**src/rtl/mem_access_unit.sv**
```systemverilog
// Multi-cycle load/store unit for the MEM stage: drives a req/ack data bus, splits
// line-crossing accesses into two beats, extends load data and reports faults.
module mem_access_unit #(
  parameter int XLEN             = 32,
  parameter bit ALLOW_MISALIGNED = 1'b1,
  parameter int TIMEOUT          = 16
) (
  input  logic              clk,
  input  logic              rst,
  input  logic              start,
  input  logic              mem_read,
  input  logic              mem_write,
  input  logic              is_signed,
  input  logic [1:0]        inst_size,
  input  logic [XLEN-1:0]   address,
  input  logic [XLEN-1:0]   write_data,
  output logic              busy,
  output logic              done,
  output logic              err,
  output logic [1:0]        err_code,
  output logic [XLEN-1:0]   read_data,
  output logic              mreq,
  output logic              write,
  output logic [XLEN-1:0]   addr,
  output logic [XLEN/8-1:0] byte_en,
  output logic [XLEN-1:0]   wr_data,
  input  logic [XLEN-1:0]   rd_data,
  input  logic              ack
);
  localparam int NB   = XLEN / 8;
  localparam int OFFW = $clog2(NB);
  localparam int CW   = (TIMEOUT > 1) ? $clog2(TIMEOUT + 1) : 1;
  localparam bit TO_EN = (TIMEOUT != 0);
  localparam logic [CW-1:0] TO_LAST = CW'((TIMEOUT > 0) ? TIMEOUT - 1 : 0);

  typedef enum logic [1:0] {IDLE, BEAT0, BEAT1, RESP} state_t;

  state_t            state_q, state_d;
  logic              mreq_q, mreq_d, write_q, write_d;
  logic [XLEN-1:0]   addr_q, addr_d, wr_data_q, wr_data_d, read_data_q, read_data_d;
  logic [NB-1:0]     byte_en_q, byte_en_d;
  logic [1:0]        err_code_q, err_code_d;
  logic [CW-1:0]     cnt_q, cnt_d;

  logic [OFFW-1:0]   off_q, off_d;
  logic [1:0]        size_q, size_d;
  logic              sgn_q, sgn_d, ld_q, ld_d, cross_q, cross_d;
  logic [XLEN-1:0]   base_q, base_d, wdata_q, wdata_d, buf0_q, buf0_d;
  logic [NB-1:0]     mask_hi_q, mask_hi_d;

  logic [OFFW-1:0]   off_in;
  logic [XLEN-1:0]   base_in;
  logic [2*NB-1:0]   ones_in, mask_in;
  logic              cross_in, illegal_in;
  logic [OFFW:0]     rem;

  // Aligns the (possibly two-beat) raw bus data, keeps n bytes and extends them.
  function automatic logic [XLEN-1:0] load_extend(input logic [2*XLEN-1:0] raw,
                                                  input logic [OFFW-1:0]   o,
                                                  input logic [1:0]        sz,
                                                  input logic              sgn);
    logic [XLEN-1:0] sh;
    logic [XLEN-1:0] res;
    sh = XLEN'(raw >> {o, 3'b000});
    case (sz)
      2'b00: begin
        res = XLEN'(sh[7:0]);
        if (sgn && sh[7]) res = res | ~XLEN'(8'hFF);
      end
      2'b01: begin
        res = XLEN'(sh[15:0]);
        if (sgn && sh[15]) res = res | ~XLEN'(16'hFFFF);
      end
      2'b10: begin
        res = XLEN'(sh[31:0]);
        if (sgn && sh[31]) res = res | ~XLEN'(32'hFFFF_FFFF);
      end
      default: res = sh;
    endcase
    return res;
  endfunction

  assign off_in     = address[OFFW-1:0];
  assign base_in    = address & ~XLEN'(NB - 1);
  assign cross_in   = (5'(off_in) + (5'd1 << inst_size)) > 5'(NB);
  assign illegal_in = (mem_read == mem_write) || (XLEN == 32 && inst_size == 2'b11);
  assign rem        = (OFFW + 1)'(NB) - {1'b0, off_q};

  always_comb begin
    ones_in = '0;
    case (inst_size)
      2'b00:   ones_in[0]   = 1'b1;
      2'b01:   ones_in[1:0] = '1;
      2'b10:   ones_in[3:0] = '1;
      default: ones_in[7:0] = '1;
    endcase
    mask_in = ones_in << off_in;
  end

  always_comb begin
    state_d     = state_q;
    mreq_d      = mreq_q;
    write_d     = write_q;
    addr_d      = addr_q;
    byte_en_d   = byte_en_q;
    wr_data_d   = wr_data_q;
    read_data_d = read_data_q;
    err_code_d  = err_code_q;
    cnt_d       = cnt_q;
    off_d       = off_q;
    size_d      = size_q;
    sgn_d       = sgn_q;
    ld_d        = ld_q;
    cross_d     = cross_q;
    base_d      = base_q;
    wdata_d     = wdata_q;
    buf0_d      = buf0_q;
    mask_hi_d   = mask_hi_q;
    case (state_q)
      IDLE: begin
        if (start) begin
          off_d     = off_in;
          size_d    = inst_size;
          sgn_d     = is_signed;
          ld_d      = mem_read;
          cross_d   = cross_in;
          base_d    = base_in;
          wdata_d   = write_data;
          mask_hi_d = mask_in[2*NB-1:NB];
          if (illegal_in) begin
            state_d     = RESP;
            err_code_d  = 2'b11;
            read_data_d = '0;
          end else if (cross_in && !ALLOW_MISALIGNED) begin
            state_d     = RESP;
            err_code_d  = 2'b01;
            read_data_d = '0;
          end else begin
            state_d    = BEAT0;
            err_code_d = 2'b00;
            mreq_d     = 1'b1;
            write_d    = mem_write;
            addr_d     = base_in;
            byte_en_d  = mask_in[NB-1:0];
            wr_data_d  = write_data << {off_in, 3'b000};
            cnt_d      = '0;
          end
        end
      end
      BEAT0, BEAT1: begin
        // BEAT1 is entered with mreq low so the bus sees a gap between beats.
        if (state_q == BEAT1 && !mreq_q) begin
          mreq_d = 1'b1;
        end else if (ack) begin
          mreq_d = 1'b0;
          if (state_q == BEAT0) buf0_d = rd_data;
          if (state_q == BEAT0 && cross_q) begin
            state_d   = BEAT1;
            addr_d    = base_q + XLEN'(NB);
            byte_en_d = mask_hi_q;
            wr_data_d = wdata_q >> {rem, 3'b000};
            cnt_d     = '0;
          end else begin
            state_d = RESP;
            if (!ld_q)                read_data_d = '0;
            else if (state_q == BEAT0) read_data_d = load_extend({{XLEN{1'b0}}, rd_data}, off_q, size_q, sgn_q);
            else                      read_data_d = load_extend({rd_data, buf0_q}, off_q, size_q, sgn_q);
          end
        end else if (TO_EN && cnt_q == TO_LAST) begin
          mreq_d      = 1'b0;
          state_d     = RESP;
          err_code_d  = 2'b10;
          read_data_d = '0;
        end else begin
          cnt_d = cnt_q + 1'b1;
        end
      end
      default: state_d = IDLE;
    endcase
  end

  always_ff @(posedge clk or posedge rst) begin
    if (rst) begin
      state_q     <= IDLE;
      mreq_q      <= 1'b0;
      write_q     <= 1'b0;
      addr_q      <= '0;
      byte_en_q   <= '0;
      wr_data_q   <= '0;
      read_data_q <= '0;
      err_code_q  <= 2'b00;
      cnt_q       <= '0;
    end else begin
      state_q     <= state_d;
      mreq_q      <= mreq_d;
      write_q     <= write_d;
      addr_q      <= addr_d;
      byte_en_q   <= byte_en_d;
      wr_data_q   <= wr_data_d;
      read_data_q <= read_data_d;
      err_code_q  <= err_code_d;
      cnt_q       <= cnt_d;
    end
  end

  // Latched operands and first-beat data need no reset: only read while busy.
  always_ff @(posedge clk) begin
    off_q     <= off_d;
    size_q    <= size_d;
    sgn_q     <= sgn_d;
    ld_q      <= ld_d;
    cross_q   <= cross_d;
    base_q    <= base_d;
    wdata_q   <= wdata_d;
    buf0_q    <= buf0_d;
    mask_hi_q <= mask_hi_d;
  end

  assign busy      = (state_q != IDLE);
  assign done      = (state_q == RESP);
  assign err       = |err_code_q;
  assign err_code  = err_code_q;
  assign read_data = read_data_q;
  assign mreq      = mreq_q;
  assign write     = write_q;
  assign addr      = addr_q;
  assign byte_en   = byte_en_q;
  assign wr_data   = wr_data_q;
endmodule
```
**config.mk**
```make
export PLATFORM = sky130hd
export DESIGN_NAME = mem_access_unit
export DESIGN_NICKNAME = d
export VERILOG_FILES = /design/src/rtl/mem_access_unit.sv
export SDC_FILE = /design/constraint.sdc
export NUM_CORES = 1
export LEC_CHECK = 0
export ABC_AREA = 1
export CORE_ASPECT_RATIO = 0.5
export CORE_UTILIZATION = 24
export DETAILED_ROUTE_END_ITERATION = 6
export DONT_BUFFER_PORTS = 1
export PLACE_DENSITY = 0.36
export SLEW_MARGIN = 5
export SYNTH_ARGS = -nofsm -noshare
export SYNTH_HDL_FRONTEND = slang
export SYNTH_SLANG_ARGS = --single-unit
```
**constraint.sdc**
```tcl
create_clock -name clk -period 4.4 [get_ports clk]
set_clock_uncertainty 0.2 [all_clocks]
set_input_delay 0.44 -clock clk [delete_from_list [all_inputs] [get_ports clk]]
set_output_delay 0.44 -clock clk [all_outputs]
set_load 0.05 [all_outputs]
```
Yosys cells after proc, flatten, opt, wreduce, memory -nomap -nowiden

Cells that the tools add are included.

Register bits: 216
Bits in latches: 0
Bits in writable memories: 0
Memory bits (read-only): 0
Bits of input ports: 105
Output and inout port bits: 107
Logic and storage cells: 141
Memories kept: 0

$add $sub $neg: 4
$mul: 0
Div/mod/pow operators: 0
Order comparisons: 1
Eq/ne operators: 22
Shifts and indexed selects: 6
Multiplexer cells: 62
Bitwise gates (word level): 2
Reduce and logical (&&, ||, !) cells: 26

Operator list:

| operator                                      | number |
|---|---|
| two-way mux 32 bit                            | 22 |
| one-hot mux 32 bit (2 select lines)           | 5 |
| right shift 64 x 5 -> 32 bit                  | 1 |
| adder 32 x 3 -> 32 bit, second input constant | 1 |
| << shifter 32 x 5 -> 32 bit                   | 1 |
| right shift 32 x 5 -> 32 bit                  | 1 |
| right shift 32 x 6 -> 32 bit                  | 1 |
| two-way mux 5 bit                             | 6 |
| two-way mux 4 bit                             | 6 |
| two-way mux 2 bit                             | 11 |
| AND reduction 6 bit                           | 3 |
| != test 2 bit, second input constant          | 8 |
| != test 3 bit, second input constant          | 4 |
| one-hot mux 5 bit (2 select lines)            | 1 |
| == test 2 bit, second input constant          | 4 |
| one-hot mux 2 bit (2 select lines)            | 2 |
| one-hot mux 4 bit (2 select lines)            | 1 |
| AND reduction 4 bit                           | 2 |
| << shifter 8 x 2 -> 8 bit                     | 1 |
| two-way mux 1 bit                             | 7 |
| == test 2 x 1 -> 1 bit, second input constant | 3 |
| logical AND 1 bit                             | 6 |
| logical NOT 2 bit                             | 3 |
| AND reduction 3 bit                           | 2 |
| 17 further kinds                              | 21 |

Logic depth before layout (Yosys ltp)

Gate-level depths: netlist of run 1.

Word-level depth: 10
Depth in mapped cells: 13
Depth with buffers taken out: 12

Worst setup path before layout of run 1

OpenSTA, ideal clock, no wires.

Path kind: register to register
Start: reg state_q[1]
End: reg buf0_q[0], enable pin
Library setup time: 0.421 ns
Arrival: 2.470 ns
Data required time: 3.779 ns
Slack: 1.308 ns
Cell stages (with the launch flop): 7
Path buffers: 2
Clock period less this slack: 3.092 ns
Cells stage by stage: dfrtp_1 > inv_1 > ha_1 > buf_2 > clkbuf_1 > nand2_1 > nor2_1

Longest elaborated chain between the ends: 4

Ends and longest elaborated chain:

| what                            | RTL line | RTL |
|---|---|---|
| from (decl)                     | 38       | `state_t state_q, state_d;` |
| from (signal assigned)          | 194      | `state_q <= state_d;` |
| == test 2 bit                   | 119, 152 |  |
| logical AND 1 bit               | 152      | `if (state_q == BEAT1 && !mreq_q) begin` |
| NOT 1 bit (no line)             | -        |  |
| AND reduction 4 bit (no line) * | -        |  |
| to (signal assigned)            | 215      | `buf0_q <= buf0_d;` |
| to (decl)                       | 48       | `logic [XLEN-1:0] base_q, base_d, wdata_q, wdata_d, buf0_q, buf0_d;` |

Mark *: on every way between the ends. The rest lies on a longest branch, timed or not.
A chain may end at the register's enable or synchronous reset.

Worst setup path in the final report of run 1

Start: reg state_q[0]
End: reg read_data_q[14], in the netlist read_data[14]

Longest elaborated chain between the ends: 7

Ends and longest elaborated chain:

| what                                | RTL line      | RTL |
|---|---|---|
| == test 2 x 1 -> 1 bit              | 119, 157, 166 |  |
| two-way mux 32 bit                  | 166           | `else if (state_q == BEAT0) read_data_d = load_extend({{XLEN{1'b0}}, rd_data}, off_q, size_q, sgn_q);` |
| two-way mux 32 bit                  | 165           | `if (!ld_q) read_data_d = '0;` |
| two-way mux 32 bit                  | 157           | `if (state_q == BEAT0 && cross_q) begin` |
| two-way mux 32 bit                  | 154           | `end else if (ack) begin` |
| two-way mux 32 bit                  | 152           |  |
| one-hot mux 32 bit (2 select lines) | 119           | `case (state_q)` |
| to (signal assigned)                | 200           | `read_data_q <= read_data_d;` |
| to (decl)                           | 40            | `logic [XLEN-1:0] addr_q, addr_d, wr_data_q, wr_data_d, read_data_q, read_data_d;` |

Parallel ways exist; a longest one is shown, timed or not. The select of a mux whose other input is x is not followed.

==> summary.txt, run 1 <==
Status: finished, final reports clean
Leak Pwr: 0.00628 uW
Post-synthesis mux area share: 0.168%
CTS tree: done
Register Area: 5880 sq um
Synth area leader: edfxtp_1
Hpwl dp: 28500 um
Pins Over Slew Limit: 0
Post-synth EDFFs: 105
Routed vias: 10800
Setup crit end kind: flip-flop
Reg2Reg Setup Slack: 1.28 ns
CTS resizes: 0
Max Cap Viol: 0
Total congestion overflow: 0
HP Class: input pin to flip-flop
Peak supply drop: 0.000645 V
DRC violations left: 0
Die width: 317 um
TritonCTS buffer count: 25
GPL Wtd Cong: 0.843
WHS Path Cells: 4
Area grow syn2layout: 20.5%
Pre-antenna DRT Iters: 5
# setup viols final: 0
Cells after Synth: 1536
Maximum clock rate: 320 MHz
XOR/XNOR Fraction of Synth Area: 0.514%
Clk pin slew, worst setup/hold paths: 0.07 ns
Count of state elements after synthesis: 214
I/O Buffers: 0
Worst-Margin Slew: 1.07 ns
Period utilization: 70.9%
Top-Level Pins: 212
Final TNS setup: 0 ns
Core area: 48800 sq um
Simple-gate area share of the yosys netlist: 31.8%
Die area: 50700 sq um
Routed Antenna Nets: 0
CP max FO: 33
# placed instances: 2120
Capturing point of the worst reg2reg path: read_data[14]
First-pass GRT wire length: 65400 um
Netlist cell types: 50
Total track usage: 16.7%
Layout fillers: 5279
Layout cell share with drive strength beyond 1: 6.23%
CP Data Required Time: 4.67 ns
Adder-cell share of the synthesized area: 1.32%
Hold Vio Cnt, Final: 0
Largest net degree at the start of global routing: 89
Worst-case reg-to-reg path depth: 10
Clock Path Buffers: 3
DRT iter0 DRCs: 802
H-tree depth: 1
Crit path arrival time: 3.39 ns
# clock sinks: 214
Commonest cells in the netlist: nand2_1 (623), nand3_1 (126), nor2_1 (110), o21ai_0 (110), dfrtp_1 (109)
Vias in the first global route: 10600
Worst slack, placed: 1.22 ns
Post-Syn Area: 11900 sq um
Total power: 11000 uW
Area of the multi-input gates: 5310 sq um
Max-slew headroom: 28.8%
Initial antenna violation count: 1
Sequential share of the synthesized area: 49.3%
R2R Path Start: state_q[0]
Power Dens Cells: 767 nW/um^2
Ys Warns: 0
RSZ-0062 raised after global routing: false
Top cell type's share of synthesized area: 26.4%
Nets: 1720
Largest family of logic cells by synthesized area: simple AND/OR/NAND/NOR gates
Worst hold start: write_data[0]
Kind of critical path: flip-flop to flip-flop
Routed WL: 42700 um
Most frequent cell after synthesis: nand2_1
FP Rows: 57
Die height: 160 um
Dominant cells by area after synthesis: edfxtp_1 (26%), dfrtp_1 (23%), nand2_1 (20%)
Final worst path period need: 3.12 ns
DR vias/cell: 4.75
Worst-Skew Late Latency: 0.55 ns
Root Driver: clkbuf_16
WHS Endpoint: wr_data[16]
Non-Filler Instances: 2272
Syn avg cell area: 7.77 sq um
Wirelength per Cell: 18.8 um
Final worst slack: 1.28 ns
Initial Utilization: 24.5%
Synth Area in Compound Gates: 10.5%
FFs w/ async S/R, synth: 50.9%
Most common flop cell mapped by yosys: dfrtp_1
Crit path launch type: flip-flop
## registers in the layout, indices dropped and copies added, names as in the netlist
name       cells
byte_en        4
state_q        2
buf0_q        32
mreq           1
write          1
sgn_q          1
mask_hi_q      4
off_q          2
cross_q        1
base_q        30
cnt_q          5
wdata_q       32
err_code       2
read_data     32
size_q         2
wr_data       32
addr          30
ld_q           1
## cell families after synthesis
| kind of cell | after synthesis |
|---|---|
| muxes | 2 |
| buffers and inverters | 169 |
| other | 1 |
| adders and majority gates | 12 |
| and+or+nand+nor | 915 |
| xor gates and xnor gates | 7 |
| AOI/OAI and AO/OA | 216 |
| DFF | 214 |
## metal layers
layer	global-route usage, %	up-vias	routed length (um)
li1	-	5195	-
met1	21.1	5230	17900
met2	29.1	313	21400
met3	3.34	55	2460
met4	3.72	0	904
met5	0	-	0
## power by group
| group | leakage [uW] | internal [uW] | switching [uW] |
|---|---|---|---|
| logic | 0.00348 | 1170 | 2880 |
| clock network | 0.000425 | 1340 | 929 |
| registers | 0.00238 | 2770 | 1930 |
| total | 0.00628 | 5280 | 5740 |
## worst max path at each step
stage,startpoint,slack (ns),end
global placement,state_q[0],1.34,read_data[11]
CTS,state_q[0],1.17,read_data[9]
global route,state_q[1],0.99,read_data[27]
floorplan,rst,0.89,addr[10]
detailed placement,state_q[0],1.22,read_data[27]
finish,state_q[0],1.28,read_data[14]
## area by class of cell
class / count / share of cell area, %
Tap cell: 649 / 5.65
Multi-Input combinational cell: 1154 / 36.9
Inverter: 87 / 2.31
Antenna cell: 1 / 0.0174
Sequential cell: 214 / 40.9
Timing Repair Buffer: 121 / 8.14
Clock inverter: 17 / 1.41
Clock buffer: 29 / 4.67
## through the flow
step	area, sq um	hold slack (ns)	util (%)
2_1_floorplan	11900	0.279	-
3_3_place_gp	12500	0.297	25.5
3_5_place_dp	12500	0.323	25.5
4_1_cts	14400	0.0000247	29.5
5_1_grt	14400	0.0401	29.5
6_report	14400	0.0299	29.5
## cell usage in the layout (no fill, tap or decap), types with 2 or more instances in the layout
master | Yosys | final
nand3_2 | 3 | 3
nor2_1 | 110 | 109
or2_2 | 22 | 22
clkbuf_1 | 27 | 2
nand4_1 | 5 | 5
xnor2_1 | 4 | 4
inv_1 | 81 | 79
buf_4 | 11 | 16
o21bai_1 | 2 | 2
a211oi_1 | 7 | 7
xor2_1 | 3 | 3
or2_0 | 2 | 2
mux2i_1 | 2 | 2
o21ai_1 | 6 | 6
a21oi_1 | 37 | 37
clkbuf_16 | 0 | 26
nand3b_1 | 11 | 11
ha_1 | 11 | 10
nor2_4 | 2 | 3
clkinv_1 | 2 | 5
inv_6 | 0 | 3
bufinv_16 | 0 | 4
nand2_1 | 623 | 623
o31ai_1 | 2 | 2
nand3_1 | 126 | 126
dfrtp_1 | 109 | 109
o211ai_1 | 27 | 27
a21boi_1 | 3 | 3
clkinv_2 | 0 | 4
nand2_2 | 3 | 3
edfxtp_1 | 105 | 105
o221ai_1 | 10 | 10
inv_2 | 3 | 3
conb_1 | 1 | 2
clkinvlp_4 | 0 | 2
o22ai_1 | 4 | 4
dlygate4sd3_1 | 0 | 105
o311ai_0 | 4 | 4
inv_4 | 1 | 3
o21ai_0 | 110 | 110
## critical path, stage by stage, from the launching register on
cell,delay [ns]
dfrtp_1,0.40
inv_1,0.10
ha_2,0.22
inv_2,0.24
or2_4,0.20
nand2_1,0.07
nor2_2,0.16
nand3b_4,0.38
nor2_4,0.77
nand3_1,0.15
nand2_1,0.10
## what timing repair did
action                                 4_1_cts  5_1_grt
buffers inserted                             0        0
hold buffers                               105        0
endpoints found under the hold margin      230        0
(Power assumes the default switching activity.)
==> inputs of run 2 (changes only) <==
--- a/config.mk
+++ b/config.mk
@@ -5,12 +5,12 @@
 export SDC_FILE = /design/constraint.sdc
 export NUM_CORES = 1
 export LEC_CHECK = 0
-export ABC_AREA = 1
+export ABC_AREA = 0
 export CORE_ASPECT_RATIO = 0.5
 export CORE_UTILIZATION = 24
 export DETAILED_ROUTE_END_ITERATION = 6
 export DONT_BUFFER_PORTS = 1
-export PLACE_DENSITY = 0.36
+export PLACE_DENSITY = 0.37
 export SLEW_MARGIN = 5
 export SYNTH_ARGS = -nofsm -noshare
 export SYNTH_HDL_FRONTEND = slang
==> constraint.sdc (replaced) <==
create_clock -name clk -period 2.6 [get_ports clk]
set_clock_uncertainty 0.2 [all_clocks]
set_input_delay 0.26 -clock clk [delete_from_list [all_inputs] [get_ports clk]]
set_output_delay 0.26 -clock clk [all_outputs]
set_load 0.05 [all_outputs]
==> summary.txt, run 2 <==
Top cell type's share of synthesized area: 27.8% (was 26.4%)
Die height: 156 um (was 160 um)
Maximum clock rate: 392 MHz (was 320 MHz)
Pins Over Slew Limit: 0 (unchanged)
Netlist cell types: 71 (was 50)
R2R Path Start: state_q[1] (was state_q[0])
Pre-antenna DRT Iters: 5 (unchanged)
First-pass GRT wire length: 57800 um (was 65400 um)
Clk pin slew, worst setup/hold paths: 0.07 ns (about the same)
# diodes: 0 (was 1)
Post-Syn Area: 11400 sq um (was 11900 sq um)
I/O Buffers: 0 (unchanged)
Clock Path Buffers: 3 (unchanged)
Max-slew headroom: 37.6% (was 28.8%)
Critical path depth: 8 (was 10)
Post-layout instance area: 14400 sq um (about the same)
Final TNS setup: 0 ns (unchanged)
Most common cell after layout, fill and taps aside: nand2_1 (unchanged)
Power Dens Cells: 1290 nW/um^2 (was 767 nW/um^2)
Root Driver: clkbuf_16 (unchanged)
Final worst path period need: 2.55 ns (was 3.12 ns)
Worst hold start: rd_data[1] (was write_data[0])
Vias in the first global route: 8895 (was 10600)
Max Cap Viol: 0 (unchanged)
Largest net degree at the start of global routing: 69 (was 89)
FP Rows: 55 (was 57)
Post-synth EDFFs: 105 (unchanged)
Setup crit end kind: flip-flop (unchanged)
RSZ-0062 raised after global routing: true (was false)
Core area: 45900 sq um (was 48800 sq um)
Worst path max stage delay: 0.55 ns (was 0.77 ns)
Initial antenna violation count: 0 (was 1)
Hpwl dp: 25800 um (was 28500 um)
Count of state elements after synthesis: 214 (unchanged)
Capturing point of the worst reg2reg path: read_data[24] (was read_data[14])
Top-Level Pins: 212 (unchanged)
WHS Endpoint: read_data[1] (was wr_data[16])
Nets: 1228 (was 1720)
Worst-case reg-to-reg path depth: 8 (was 10)
Highest-count cells in the layout ignoring fill and taps: nand2_1 (128), dfrtp_1 (109), edfxtp_1 (105), dlygate4sd3_1 (104), mux2i_1 (72) (was nand2_1 (623), nand3_1 (126), o21ai_0 (110), nor2_1 (109), dfrtp_1 (109))
Routed vias: 8642 (was 10800)
Cells after Synth: 972 (was 1536)
TritonCTS buffer count: 25 (unchanged)
Placed Area: 12500 sq um (about the same)
Routed Antenna Nets: 0 (unchanged)
Reg2Reg Setup Slack: 0.05 ns (was 1.28 ns)
CP Buf/Inv Count: 2 (unchanged)
Total congestion overflow: 0 (unchanged)
Wirelength per Cell: 22.1 um (was 18.8 um)
H-tree depth: 1 (unchanged)
Peak supply drop: 0.000593 V (was 0.000645 V)
Sequential share of the synthesized area: 51.8% (was 49.3%)
Crit path max-delay family: simple AND/OR/NAND/NOR gates (unchanged)
Worst slack, placed: 0.0230 ns (was 1.22 ns)
Most common flop cell mapped by yosys: dfrtp_1 (unchanged)
Crit path arrival time: 2.82 ns (was 3.39 ns)
Leak Pwr: 0.00555 uW (was 0.00628 uW)
Final worst slack: 0.0475 ns (was 1.28 ns)
DRT iter0 DRCs: 465 (was 802)
Commonest cells in the netlist: nand2_1 (128), dfrtp_1 (109), edfxtp_1 (105) (was nand2_1 (623), nand3_1 (126), nor2_1 (110), o21ai_0 (110), dfrtp_1 (109))
Worst-Margin Slew: 0.934 ns (was 1.07 ns)
Worst-Skew Late Latency: 0.54 ns (was 0.55 ns)
CP max FO: 6 (was 33)
Total track usage: 15.8% (was 16.7%)
Initial Utilization: 24.7% (was 24.5%)
Ys Warns: 0 (unchanged)
CP Data Required Time: 2.87 ns (was 4.67 ns)
Layout cell share with drive strength beyond 1: 17.4% (was 6.23%)
Die width: 310 um (was 317 um)
GPL Wtd Cong: 0.792 (was 0.843)
Dominant cells by area after synthesis: edfxtp_1 (28%), dfrtp_1 (24%), mux4_2 (7.5%) (was edfxtp_1 (26%), dfrtp_1 (23%), nand2_1 (20%))
# clock sinks: 214 (unchanged)
Kind of critical path: flip-flop to flip-flop (unchanged)
Status: finished, final reports clean (unchanged)
Routed WL: 38900 um (was 42700 um)
Area grow syn2layout: 27.0% (was 20.5%)
CP max stage cell: or4b_4 (was nor2_4)
HP Class: input pin to flip-flop (unchanged)
CP Cell Sequence: buf_4 > ha_2 > nor2b_1 > or4b_4 > a2111oi_4 > buf_4 > a32oi_1 > nand3_2 (was inv_1 > ha_2 > inv_2 > or2_4 > nand2_1 > nor2_2 > nand3b_4 > nor2_4 > nand3_1 > nand2_1)
WHS Path Cells: 3 (was 4)
DRC violations left: 0 (unchanged)
Most frequent cell after synthesis: nand2_1 (unchanged)
# setup viols final: 0 (unchanged)
Most used cell, CP: buf_4 (was nand2_1)
FFs w/ async S/R, synth: 50.9% (unchanged)
Syn avg cell area: 11.7 sq um (was 7.77 sq um)
CTS tree: done (unchanged)
Hold Vio Cnt, Final: 0 (unchanged)
Die area: 48200 sq um (was 50700 sq um)
Period utilization: 98.2% (was 70.9%)
Crit path launch type: flip-flop (unchanged)
Synth area leader: edfxtp_1 (unchanged)
DR vias/cell: 4.92 (was 4.75)
-- run 2: changes by cell type after synthesis, moves of 13 or more --
| cell | change |
|---|---|
| nand2_1 | -495 |
| nand3_1 | -92 |
| nor2_1 | -79 |
| o21ai_0 | -79 |
| mux2i_1 | +70 |
| inv_1 | -66 |
| mux4_2 | +38 |
| o21ai_1 | +33 |
| xor2_1 | +24 |
| or2_2 | -20 |
| buf_2 | -17 |
| mux2_2 | +15 |
| o22ai_1 | +13 |
-- run 2: tightest hold or removal path, delay by kind of cell --
family | cells | cell delay [ns]
AOI/OAI and AO/OA | 1 | 0.13
muxes | 2 | 0.33
-- run 2: worst max path at each step --
stage               startpoint            end  slack [ns]
CTS                 state_q[0]  read_data[29]       0.004
global route        state_q[1]  read_data[23]       -0.05
global placement      off_q[1]  read_data[29]        0.04
finish              state_q[1]  read_data[24]        0.05
floorplan             off_q[1]     wr_data[3]        0.02
detailed placement    off_q[1]  read_data[29]        0.02
-- run 2: metal layers --
| metal | global-route usage [%] | part of all wire (%) | vias up |
|---|---|---|---|
| li1 | - | - | 3976 |
| met1 | 19.9 | 43 | 4401 |
| met2 | 27.7 | 50 | 209 |
| met3 | 3.00 | 4.7 | 56 |
| met4 | 3.89 | 2.3 | 0 |
| met5 | 0 | 0 | - |
-- run 2: logic make-up after synthesis --
family	Yosys count	share of synthesized area, %
compound gates	220	12.8
xor+xnor	32	2.47
fa+ha+maj	12	1.39
buf+inv	84	3.46
flops	214	51.8
mux	126	15.5
other cells	1	0.0330
simple gates	283	12.6
-- run 2: timing repair --
item | in CTS | in global routing
setup buffers | 3 | 6
resized for setup | 0 | 12
hold endpoints to repair | 293 | 0
endpoints found under the setup margin | 1 | 24
gates cloned | 0 | 1
pin swaps | 0 | 4
hold buffers | 106 | 0
-- run 2: through the flow --
stage          utilization (%)  total power, uW  std cells  hold slack, ns
2_1_floorplan                -            12200        973           0.159
3_3_place_gp              27.2            14900       1595          0.0902
3_5_place_dp              27.2            15000       1595           0.103
4_1_cts                   31.2            18600       1750        0.000112
5_1_grt                   31.4            19700       1757          0.0167
6_report                  31.4            18500       1757          0.0204
-- run 2: final cells by class --
type	instances	area, sq um
Clock buffer	37	691
Clock inverter	9	51.3
Fill cell	4732	31500
Inverter	18	73.8
Multi-Input combinational cell	675	5150
Sequential cell	214	5880
Tap cell	627	785
Timing Repair Buffer	177	1790
-- run 2: where the power goes --
part           switching [uW]  total [uW]  internal [uW]
clock                    1500        3340           1840
combinational            4310        7350           3040
sequential               3180        7860           4670
